File: src/rtl/sdr_arbiter.sv
// -----------------------------------------------------------------------------
// sdr_arbiter
//
// Schedules every access to the shared SDRAM of the frame-rate converter
// (clk100 domain). Three requesters compete for the single command port of
// the SDRAM sequencer: the input-side write burst, the output-side read burst
// and an internal periodic refresh. One command is in flight at a time; the
// arbiter hands it over with a valid/ready handshake, waits for cmd_done and
// then reports completion to the requester that owned the command.
//
// Ports
//   clk, reset          clock and asynchronous active-high reset
//   wr_req/addr/len     write burst request, held until wr_ack
//   wr_ack, wr_done     one-cycle pulses: command accepted / burst complete
//   rd_req/addr/len     read burst request, held until rd_ack
//   rd_urgent           output FIFO near empty, reads win over writes
//   rd_ack, rd_done     one-cycle pulses: command accepted / burst complete
//   cmd_valid/ready     command handshake towards the sequencer
//   cmd_op              01 write, 10 read, 11 refresh
//   cmd_addr, cmd_len   burst start address and length (length 0 for refresh)
//   cmd_done            one-cycle pulse from the sequencer: command finished
//   refresh_pending     refresh backlog
//   refresh_overflow    sticky: a refresh tick was lost at full backlog
// -----------------------------------------------------------------------------
module sdr_arbiter #(
    parameter int addr_w              = 22,
    parameter int len_w               = 9,
    parameter int refresh_interval    = 780,
    parameter int refresh_max_pending = 4
) (
    input  logic              clk,
    input  logic              reset,
    input  logic              wr_req,
    input  logic [addr_w-1:0] wr_addr,
    input  logic [len_w-1:0]  wr_len,
    output logic              wr_ack,
    output logic              wr_done,
    input  logic              rd_req,
    input  logic [addr_w-1:0] rd_addr,
    input  logic [len_w-1:0]  rd_len,
    input  logic              rd_urgent,
    output logic              rd_ack,
    output logic              rd_done,
    output logic              cmd_valid,
    input  logic              cmd_ready,
    output logic [1:0]        cmd_op,
    output logic [addr_w-1:0] cmd_addr,
    output logic [len_w-1:0]  cmd_len,
    input  logic              cmd_done,
    output logic [2:0]        refresh_pending,
    output logic              refresh_overflow
);

    typedef enum logic [1:0] {
        IDLE      = 2'd0,
        ISSUE     = 2'd1,
        WAIT_DONE = 2'd2
    } state_t;

    localparam logic [1:0] OP_NONE = 2'b00;
    localparam logic [1:0] OP_WR   = 2'b01;
    localparam logic [1:0] OP_RD   = 2'b10;
    localparam logic [1:0] OP_REF  = 2'b11;

    localparam int              tmr_w      = (refresh_interval > 2) ? $clog2(refresh_interval) : 1;
    localparam logic [tmr_w-1:0] tmr_reload = tmr_w'(refresh_interval - 1);
    localparam logic [2:0]       pend_max   = 3'(refresh_max_pending);

    state_t             state, state_nxt;
    logic [tmr_w-1:0]   timer;
    logic               tick;
    logic               ref_done;
    logic               last_rw, last_rw_nxt;

    logic               cmd_valid_nxt;
    logic [1:0]         cmd_op_nxt;
    logic [addr_w-1:0]  cmd_addr_nxt;
    logic [len_w-1:0]   cmd_len_nxt;
    logic               wr_ack_nxt, wr_done_nxt, rd_ack_nxt, rd_done_nxt;

    logic               wr_ok, rd_ok;
    logic [1:0]         grant;
    logic [addr_w-1:0]  grant_addr;
    logic [len_w-1:0]   grant_len;

    // ------------------------------------------------------------------------
    // Refresh timer and backlog
    // ------------------------------------------------------------------------
    assign tick = (timer == '0);

    // NOTE: state registers use non-blocking assignments so every flop samples
    // the pre-edge values of its neighbours, independent of block ordering.
    always_ff @(posedge clk or posedge reset) begin
        if (reset) begin
            timer            <= tmr_reload;
            refresh_pending  <= '0;
            refresh_overflow <= 1'b0;
        end else begin
            timer <= tick ? tmr_reload : timer - tmr_w'(1);
            // A tick landing in the same cycle as a refresh completion cancels
            // out; the tick is not lost, so no overflow either.
            if (tick && !ref_done) begin
                if (refresh_pending == pend_max)
                    refresh_overflow <= 1'b1;
                else
                    refresh_pending <= refresh_pending + 3'd1;
            end else if (!tick && ref_done) begin
                refresh_pending <= refresh_pending - 3'd1;
            end
        end
    end

    // ------------------------------------------------------------------------
    // Arbitration (used only while IDLE)
    // ------------------------------------------------------------------------
    // A zero-length burst acks while still in IDLE; masking the requester in
    // its ack cycle keeps its still-held request from being granted twice.
    assign wr_ok = wr_req && !wr_ack;
    assign rd_ok = rd_req && !rd_ack;

    always_comb begin
        grant = OP_NONE;
        if (refresh_pending == pend_max)
            grant = OP_REF;
        else if (rd_ok && rd_urgent)
            grant = OP_RD;
        else if (rd_ok && wr_ok)
            grant = last_rw ? OP_RD : OP_WR;
        else if (rd_ok)
            grant = OP_RD;
        else if (wr_ok)
            grant = OP_WR;
        else if (refresh_pending != '0)
            grant = OP_REF;
    end

    assign grant_addr = (grant == OP_RD) ? rd_addr :
                        (grant == OP_WR) ? wr_addr : '0;
    assign grant_len  = (grant == OP_RD) ? rd_len  :
                        (grant == OP_WR) ? wr_len  : '0;

    // ------------------------------------------------------------------------
    // Command FSM: next state and registered outputs
    // ------------------------------------------------------------------------
    // NOTE: every signal written here gets a default first, so no path leaves
    // a value unassigned and no latch is inferred.
    always_comb begin
        state_nxt     = state;
        last_rw_nxt   = last_rw;
        cmd_valid_nxt = cmd_valid;
        cmd_op_nxt    = cmd_op;
        cmd_addr_nxt  = cmd_addr;
        cmd_len_nxt   = cmd_len;
        wr_ack_nxt    = 1'b0;
        wr_done_nxt   = 1'b0;
        rd_ack_nxt    = 1'b0;
        rd_done_nxt   = 1'b0;
        ref_done      = 1'b0;

        case (state)
            IDLE: begin
                if (grant != OP_NONE) begin
                    if (grant != OP_REF)
                        last_rw_nxt = (grant == OP_WR);
                    if (grant != OP_REF && grant_len == '0) begin
                        // Nothing to transfer: complete locally, no command.
                        wr_ack_nxt  = (grant == OP_WR);
                        wr_done_nxt = (grant == OP_WR);
                        rd_ack_nxt  = (grant == OP_RD);
                        rd_done_nxt = (grant == OP_RD);
                    end else begin
                        state_nxt     = ISSUE;
                        cmd_valid_nxt = 1'b1;
                        cmd_op_nxt    = grant;
                        cmd_addr_nxt  = grant_addr;
                        cmd_len_nxt   = grant_len;
                    end
                end
            end

            ISSUE: begin
                if (cmd_ready) begin
                    state_nxt     = WAIT_DONE;
                    cmd_valid_nxt = 1'b0;
                    wr_ack_nxt    = (cmd_op == OP_WR);
                    rd_ack_nxt    = (cmd_op == OP_RD);
                end
            end

            WAIT_DONE: begin
                if (cmd_done) begin
                    state_nxt   = IDLE;
                    wr_done_nxt = (cmd_op == OP_WR);
                    rd_done_nxt = (cmd_op == OP_RD);
                    ref_done    = (cmd_op == OP_REF);
                end
            end

            default: state_nxt = IDLE;
        endcase
    end

    always_ff @(posedge clk or posedge reset) begin
        if (reset) begin
            state     <= IDLE;
            last_rw   <= 1'b0;
            cmd_valid <= 1'b0;
            cmd_op    <= OP_NONE;
            cmd_addr  <= '0;
            cmd_len   <= '0;
            wr_ack    <= 1'b0;
            wr_done   <= 1'b0;
            rd_ack    <= 1'b0;
            rd_done   <= 1'b0;
        end else begin
            state     <= state_nxt;
            last_rw   <= last_rw_nxt;
            cmd_valid <= cmd_valid_nxt;
            cmd_op    <= cmd_op_nxt;
            cmd_addr  <= cmd_addr_nxt;
            cmd_len   <= cmd_len_nxt;
            wr_ack    <= wr_ack_nxt;
            wr_done   <= wr_done_nxt;
            rd_ack    <= rd_ack_nxt;
            rd_done   <= rd_done_nxt;
        end
    end

endmodule

File: config.mk
export PLATFORM = sky130hd
export DESIGN_NAME = sdr_arbiter
export DESIGN_NICKNAME = d
export VERILOG_FILES = /design/src/rtl/sdr_arbiter.sv
export SDC_FILE = /design/constraint.sdc
export NUM_CORES = 1
export LEC_CHECK = 0
export CAP_MARGIN = 20
export CORE_MARGIN = 2
export CORE_UTILIZATION = 26
export CTS_CLUSTER_DIAMETER = 60
export CTS_CLUSTER_SIZE = 24
export DETAILED_ROUTE_END_ITERATION = 8
export PLACE_DENSITY_LB_ADDON = 0.25
export SKIP_CTS_REPAIR_TIMING = 1
export SYNTH_ARGS = -nofsm -noshare
export SYNTH_HDL_FRONTEND = slang
export SYNTH_SLANG_ARGS = --single-unit
File: constraint.sdc
create_clock -name clk -period 2.75 [get_ports clk]
set_clock_uncertainty 0.2 [all_clocks]
set_input_delay 0.55 -clock clk [delete_from_list [all_inputs] [get_ports clk]]
set_output_delay 0.55 -clock clk [all_outputs]
set_load 0.05 [all_outputs]
==> results_dict.tcl, run 1 <==
set metrics [dict create \
    clk-insertion-delay-late_ns 0.30 \
    final_cell_mix "clkdlybuf4s50_1 (107), nand2_1 (68), dfrtp_1 (46)" \
    muxShareOfSynthArea_pct 16.2 \
    cts-root-buf "clkbuf_16" \
    io_buffer_count 110 \
    power_mw 4.94 \
    cts-buffers-inserted 5 \
    die_w_um 111 \
    netlist_top_cells_area "dfrtp_1 (42%), mux2_4 (14%), nand2_1 (8.6%), o21ai_0 (6.0%), dfstp_2 (4.4%)" \
    yosys_most_used_dff "dfrtp_1" \
    status "finished, final reports clean" \
    coreArea_mm2 0.0113 \
    rr_worst_depth 10 \
    synth_edf_count 0 \
    wl_per_cell_um 14.1 \
    drt_first_pass_iters 4 \
    syn-cell-area_mm2 0.00298 \
    cts_tree "yes" \
    final-max-slew-violation-count 0 \
    area_growth_pct 60.4 \
    fin_hold_ws_ns 0.277 \
    grt_pass1_vias 2517 \
    ys_types 50 \
    die-area_mm2 0.0123 \
    timing.rr.end "cmd_addr[6]" \
    numClockSinks 55 \
    r2r_slack_ns 0.02 \
    synth_top_family_by_area "simple AND/OR/NAND/NOR gates" \
    place_area_mm2 0.00444 \
    row_count 39 \
    cts_htree_levels 2 \
    synth_cells 292 \
    layout.nets 497 \
    synth-simple-area-share_pct 18.5 \
    min_from "refresh_pending[2]" \
    cpPeakStageDelay_ns 0.43 \
    powerDensity_mw_per_mm2 1030 \
    clkTransAtPathRegs_ns 0.07 \
    rsz0062_at_grt "true" \
    maxCapViolations 0 \
    hold_depth 1 \
    worst_pin_slew_ns 0.551 \
    synth_fa_ha_area_share_pct 2.35 \
    layout-drive-gt1-share_pct 24.3 \
    ys_async_sr_fraction_pct 100 \
    grtUsageTotal_pct 12.6 \
    fin_crit_ns 2.73 \
    finalCritPeriodShare_pct 99.2 \
    ir_drop_v 0.000406 \
    routed-via-count 2467 \
    crit_slowest_cell "dfrtp_1" \
    ys_ff_latch 55 \
    antenna_found_initial 0 \
    synth_top_area_share_pct 41.9 \
    clock_path_buffers 2 \
    ys.warnings.count 0 \
    cellLeakagePower_nw 2.05 \
    worstSetupPathType "reg -> reg" \
    antenna_left 0 \
    io_pins 111 \
    hold_end "refresh_pending[2]" \
    mostFrequentLayoutCell "clkdlybuf4s50_1" \
    path_cells "nor4b_4, nor3b_4, o21ai_2, inv_1, ha_2, or3_4, a21oi_4, buf_12, clkbuf_16, mux2_4" \
    drt-total-wl_um 8010 \
    drt-vias-per-instance 4.35 \
    place.detailed.hpwl_um 5860 \
    grt_pass1_wl_um 12500 \
    fp.dieH_um 111 \
    cp-end-kind "flop" \
    grt_overflow 0 \
    final_design_area_no_fill_mm2 0.00479 \
    yosysSeqAreaShare_pct 46.3 \
    max_freq_mhz 366 \
    cp_max_fo 8 \
    initial_core_util_pct 26.4 \
    synth_fp_nets 366 \
    crit_arrival_ns 2.72 \
    gp_congestion 0.795 \
    grt_max_degree 51 \
    hold_viol 0 \
    hold_path.class "reg -> reg" \
    timing.slew.headroom_pct 63.1 \
    drcViolationCount 0 \
    cp.required_ns 2.74 \
    num_antenna_cells 0 \
    synth_compound_area_share_pct 10.6 \
    start_kind "flop" \
    setup_viol 0 \
    yosys.area.top_type "dfrtp_1" \
    synth_xor_area_share_pct 1.76 \
    syn_area_per_cell_um2 10.2 \
    first_iter_violations 65 \
    timing.rr.start "last_rw" \
]
==> layer usage <==
metal  GRT usage [%]  routed length [um]  vias to the layer above
met4            3.21                  78                        0
met3            3.72                 452                        5
met5               0                   0                        -
li1                -                   -                     1260
met2            20.9                3820                       57
met1            16.1                3660                     1145
==> cells in the mapped netlist, types with 2 or more instances <==
library cell	instances
nand2_1	68
dfrtp_1	50
o21ai_0	36
mux2_4	27
nor2_1	14
clkbuf_1	10
inv_1	8
mux2_2	6
dfstp_2	5
nor3_1	5
a21oi_1	4
buf_6	4
ha_1	4
xnor2_1	4
nor4_1	3
a21o_1	2
nand2b_1	2
nand3_1	2
nand3b_1	2
nand4_1	2
nor2b_1	2
nor3b_1	2
or3_1	2
xor2_1	2
==> registers in the layout, indices dropped and copies added, names as in the netlist, 2 cells and up <==
register and count:
cmd_len 9, cmd_addr 22, state 2, refresh_pending 3, timer 10, cmd_op 2
==> worst max-delay path, delay by kind of cell (launching register included) <==
family	cells	cell delay [ns]
adder cells (fa/ha/maj)	1	0.18
buffers and inverters	3	0.42
flip-flops	1	0.43
AND/OR/NAND/NOR	3	0.81
multiplexers	1	0.30
AO/OA/AOI/OAI	2	0.29
==> worst max-delay path by stage <==
stage                                  start          end  slack (ns)
after floorplan           refresh_pending[1]  cmd_addr[0]       -0.12
after global placement                wr_req  cmd_addr[5]       -0.48
after detailed placement              wr_req   cmd_len[4]       -0.51
after CTS                             wr_req   cmd_len[8]       -0.23
after global routing                 last_rw  cmd_addr[6]       -0.05
final                                last_rw  cmd_addr[6]        0.02
==> logic make-up after synthesis <==
kind of cell               count (synthesis)
and+or+nand+nor                          115
DFF                                       55
AOI/OAI and AO/OA                         53
muxes                                     34
buffers and inverters                     24
xor gates and xnor gates                   6
adders and majority gates                  5
==> final cells by class <==
| cell class | count | area [um2] |
|---|---|---|
| Tap cell | 143 | 179 |
| Clock inverter | 3 | 43.8 |
| Fill cell | 1122 | 6530 |
| Multi-Input combinational cell | 213 | 1580 |
| Timing Repair Buffer | 140 | 1440 |
| Sequential cell | 55 | 1390 |
| Clock buffer | 5 | 125 |
| Inverter | 8 | 30.0 |
==> metrics by stage <==
stage	setup slack, ns	TNS (ns)	instances	utilization [%]
2_1_floorplan	-0.120	-2.99	292	-
3_3_place_gp	-0.484	-16.39	553	39.2
3_5_place_dp	-0.512	-17.32	553	39.2
4_1_cts	-0.228	-6.47	561	40.7
5_1_grt	-0.0500	-0.897	567	42.3
6_report	0.0209	0	567	42.3
==> power by group <==
group / total (mW) / internal, mW / switching (mW)
sequential: 1.23 / 1.05 / 0.178
combinational: 2.98 / 1.42 / 1.55
clock: 0.735 / 0.430 / 0.305
(Power assumes the default switching activity.)
==> run 2, diff against run 1 <==
==> constraint.sdc (replaced) <==
create_clock -name clk -period 2.75 [get_ports clk]
set_clock_uncertainty 0.2 [all_clocks]
set_input_delay 0.55 -clock clk [delete_from_list [all_inputs] [get_ports clk]]
set_output_delay 0.55 -clock clk [all_outputs]
set_load 0.02 [all_outputs]
==> run 2 against run 1 <==
Fmax up 1.5%. Total power is 12% lower. Flip-flop and latch count did not move. Routed wire length about the same. Non-clock buffer count up 9. Final area increased by 0.29%. Final cell count rose by 1.6%. Sequential share of layout area decreased by 0.14 points.
==> results_dict.tcl, run 2 (synthesized netlist as in run 1, its figures left out) <==
set metrics [dict create \
    status "finished, final reports clean" \
    clkTransAtPathRegs_ns 0.07 \
    io_buffer_count 110 \
    fin_ws_ns 0.0604 \
    worstSetupPathType "reg -> reg" \
    layout-drive-gt1-share_pct 25.4 \
    routed-via-count 2544 \
    fin_setup_tns_ns 0 \
    cts-buffers-inserted 5 \
    fin_crit_ns 2.69 \
    area_growth_pct 60.9 \
    grt_pass1_vias 2522 \
    cp_max_fo 7 \
    drt-vias-per-instance 4.42 \
    final_cell_mix "clkdlybuf4s50_1 (107), nand2_1 (68), dfrtp_1 (48)" \
    top_register "cmd_addr" \
    powerDensity_mw_per_mm2 905 \
    pre_cts_slack_ns -0.550 \
    cpPeakStageDelay_ns 0.41 \
    initial_core_util_pct 26.4 \
    gp_congestion 0.785 \
    timing.slew.headroom_pct 68.8 \
    first_iter_violations 108 \
    cp.required_ns 2.73 \
    fp.dieH_um 111 \
    coreArea_mm2 0.0113 \
    ir_drop_v 0.000313 \
    path_cells "nor4b_4, nor3b_4, o21ai_2, inv_2, ha_4, or3_4, a21oi_4, buf_12, clkbuf_16, mux2_4" \
    drt-total-wl_um 8020 \
    maxCapViolations 0 \
    clock_path_buffers 2 \
    crit_slowest_cell "dfrtp_1" \
    grtUsageTotal_pct 12.3 \
    cts_htree_levels 2 \
    final-max-slew-violation-count 0 \
    crit_buf_inv 3 \
    rsz0062_at_grt "true" \
    cp-end-kind "flop" \
    cts_tree "yes" \
    cts-root-buf "clkbuf_16" \
    fin_hold_ws_ns 0.284 \
    hold_viol 0 \
    place.detailed.hpwl_um 6010 \
    wl_per_cell_um 13.9 \
    grt_pass1_wl_um 12500 \
    grt_max_degree 35 \
    grt_overflow 0 \
    reg.largest.list "cmd_addr (22), timer (10), cmd_len (9)" \
    setup_viol 0 \
    n_fill_cell 1146 \
    io_pins 111 \
    worst_pin_slew_ns 0.468 \
    crit_family "simple AND/OR/NAND/NOR gates" \
    layout.nets 506 \
    die-area_mm2 0.0123 \
    num_antenna_cells 0 \
    finalCritPeriodShare_pct 97.8 \
    largest_register_ffs 22 \
    drcViolationCount 0 \
    antenna_found_initial 0 \
    numClockSinks 55 \
    antenna_left 0 \
    row_count 39 \
    mostFrequentLayoutCell "clkdlybuf4s50_1" \
    max_freq_mhz 372 \
    start_kind "flop" \
    drt_first_pass_iters 4 \
    hold_path.class "reg -> reg" \
    die_w_um 111 \
    cellLeakagePower_nw 2.07 \
    clk-insertion-delay-late_ns 0.29 \
    crit_arrival_ns 2.66 \
]
==> run 2: layer usage <==
layer | GRT usage, % | share of wire, % | vias up
li1 | - | - | 1276
met1 | 15.5 | 44 | 1201
met2 | 21.6 | 51 | 62
met3 | 3.23 | 5.0 | 5
met4 | 2.22 | 0.57 | 0
met5 | 0 | 0 | -
==> run 2: worst paths after layout <==
path	startpoint	end	slack, ns	cells past startpoint
hold / removal	timer[0]	timer[0]	0.28	1
min in group asynchronous	reset	timer[7]	0.40	2
hold reg to reg	timer[0]	timer[0]	0.28	1
max in group asynchronous	reset	cmd_addr[11]	1.34	3
setup reg to reg	wr_ack	cmd_addr[18]	0.06	10
setup / recovery	wr_ack	cmd_addr[18]	0.06	10
==> run 2: report_power, final <==
part	total [mW]	internal (mW)	switching, mW
logic	2.51	1.43	1.08
registers	1.22	1.05	0.169
clock network	0.616	0.337	0.279
total	4.34	2.82	1.52
==> run 2: worst reg2reg max path, stage by stage, from the launching register on <==
cell and delay (ns):
dfrtp_1 0.41, nor4b_4 0.35, nor3b_4 0.09, o21ai_2 0.19, inv_2 0.08, ha_4 0.15
or3_4 0.38, a21oi_4 0.14, buf_12 0.15, clkbuf_16 0.16, mux2_4 0.30
==> run 2: cell type report <==
type / count / area [um2] / area share, %
tap: 143 / 179 / 3.73
inverter: 8 / 30.0 / 0.625
timing repair buffer: 149 / 1490 / 31.0
multi-input combinational: 213 / 1580 / 32.9
sequential: 55 / 1390 / 28.9
clock buffer: 6 / 129 / 2.68
clock inverter: 2 / 12.5 / 0.261
==> run 2: per-stage QoR <==
| stage | total power [mW] | cells | util (%) | cell area (um2) |
|---|---|---|---|---|
| after floorplan | 2.56 | 292 | - | 3010 |
| after detailed placement | 3.50 | 558 | 39.4 | 4460 |
| after CTS | 4.13 | 566 | 40.6 | 4600 |
| after global placement | 3.47 | 558 | 39.4 | 4460 |
| final | 4.34 | 576 | 42.4 | 4800 |
| after global routing | 4.60 | 576 | 42.4 | 4800 |
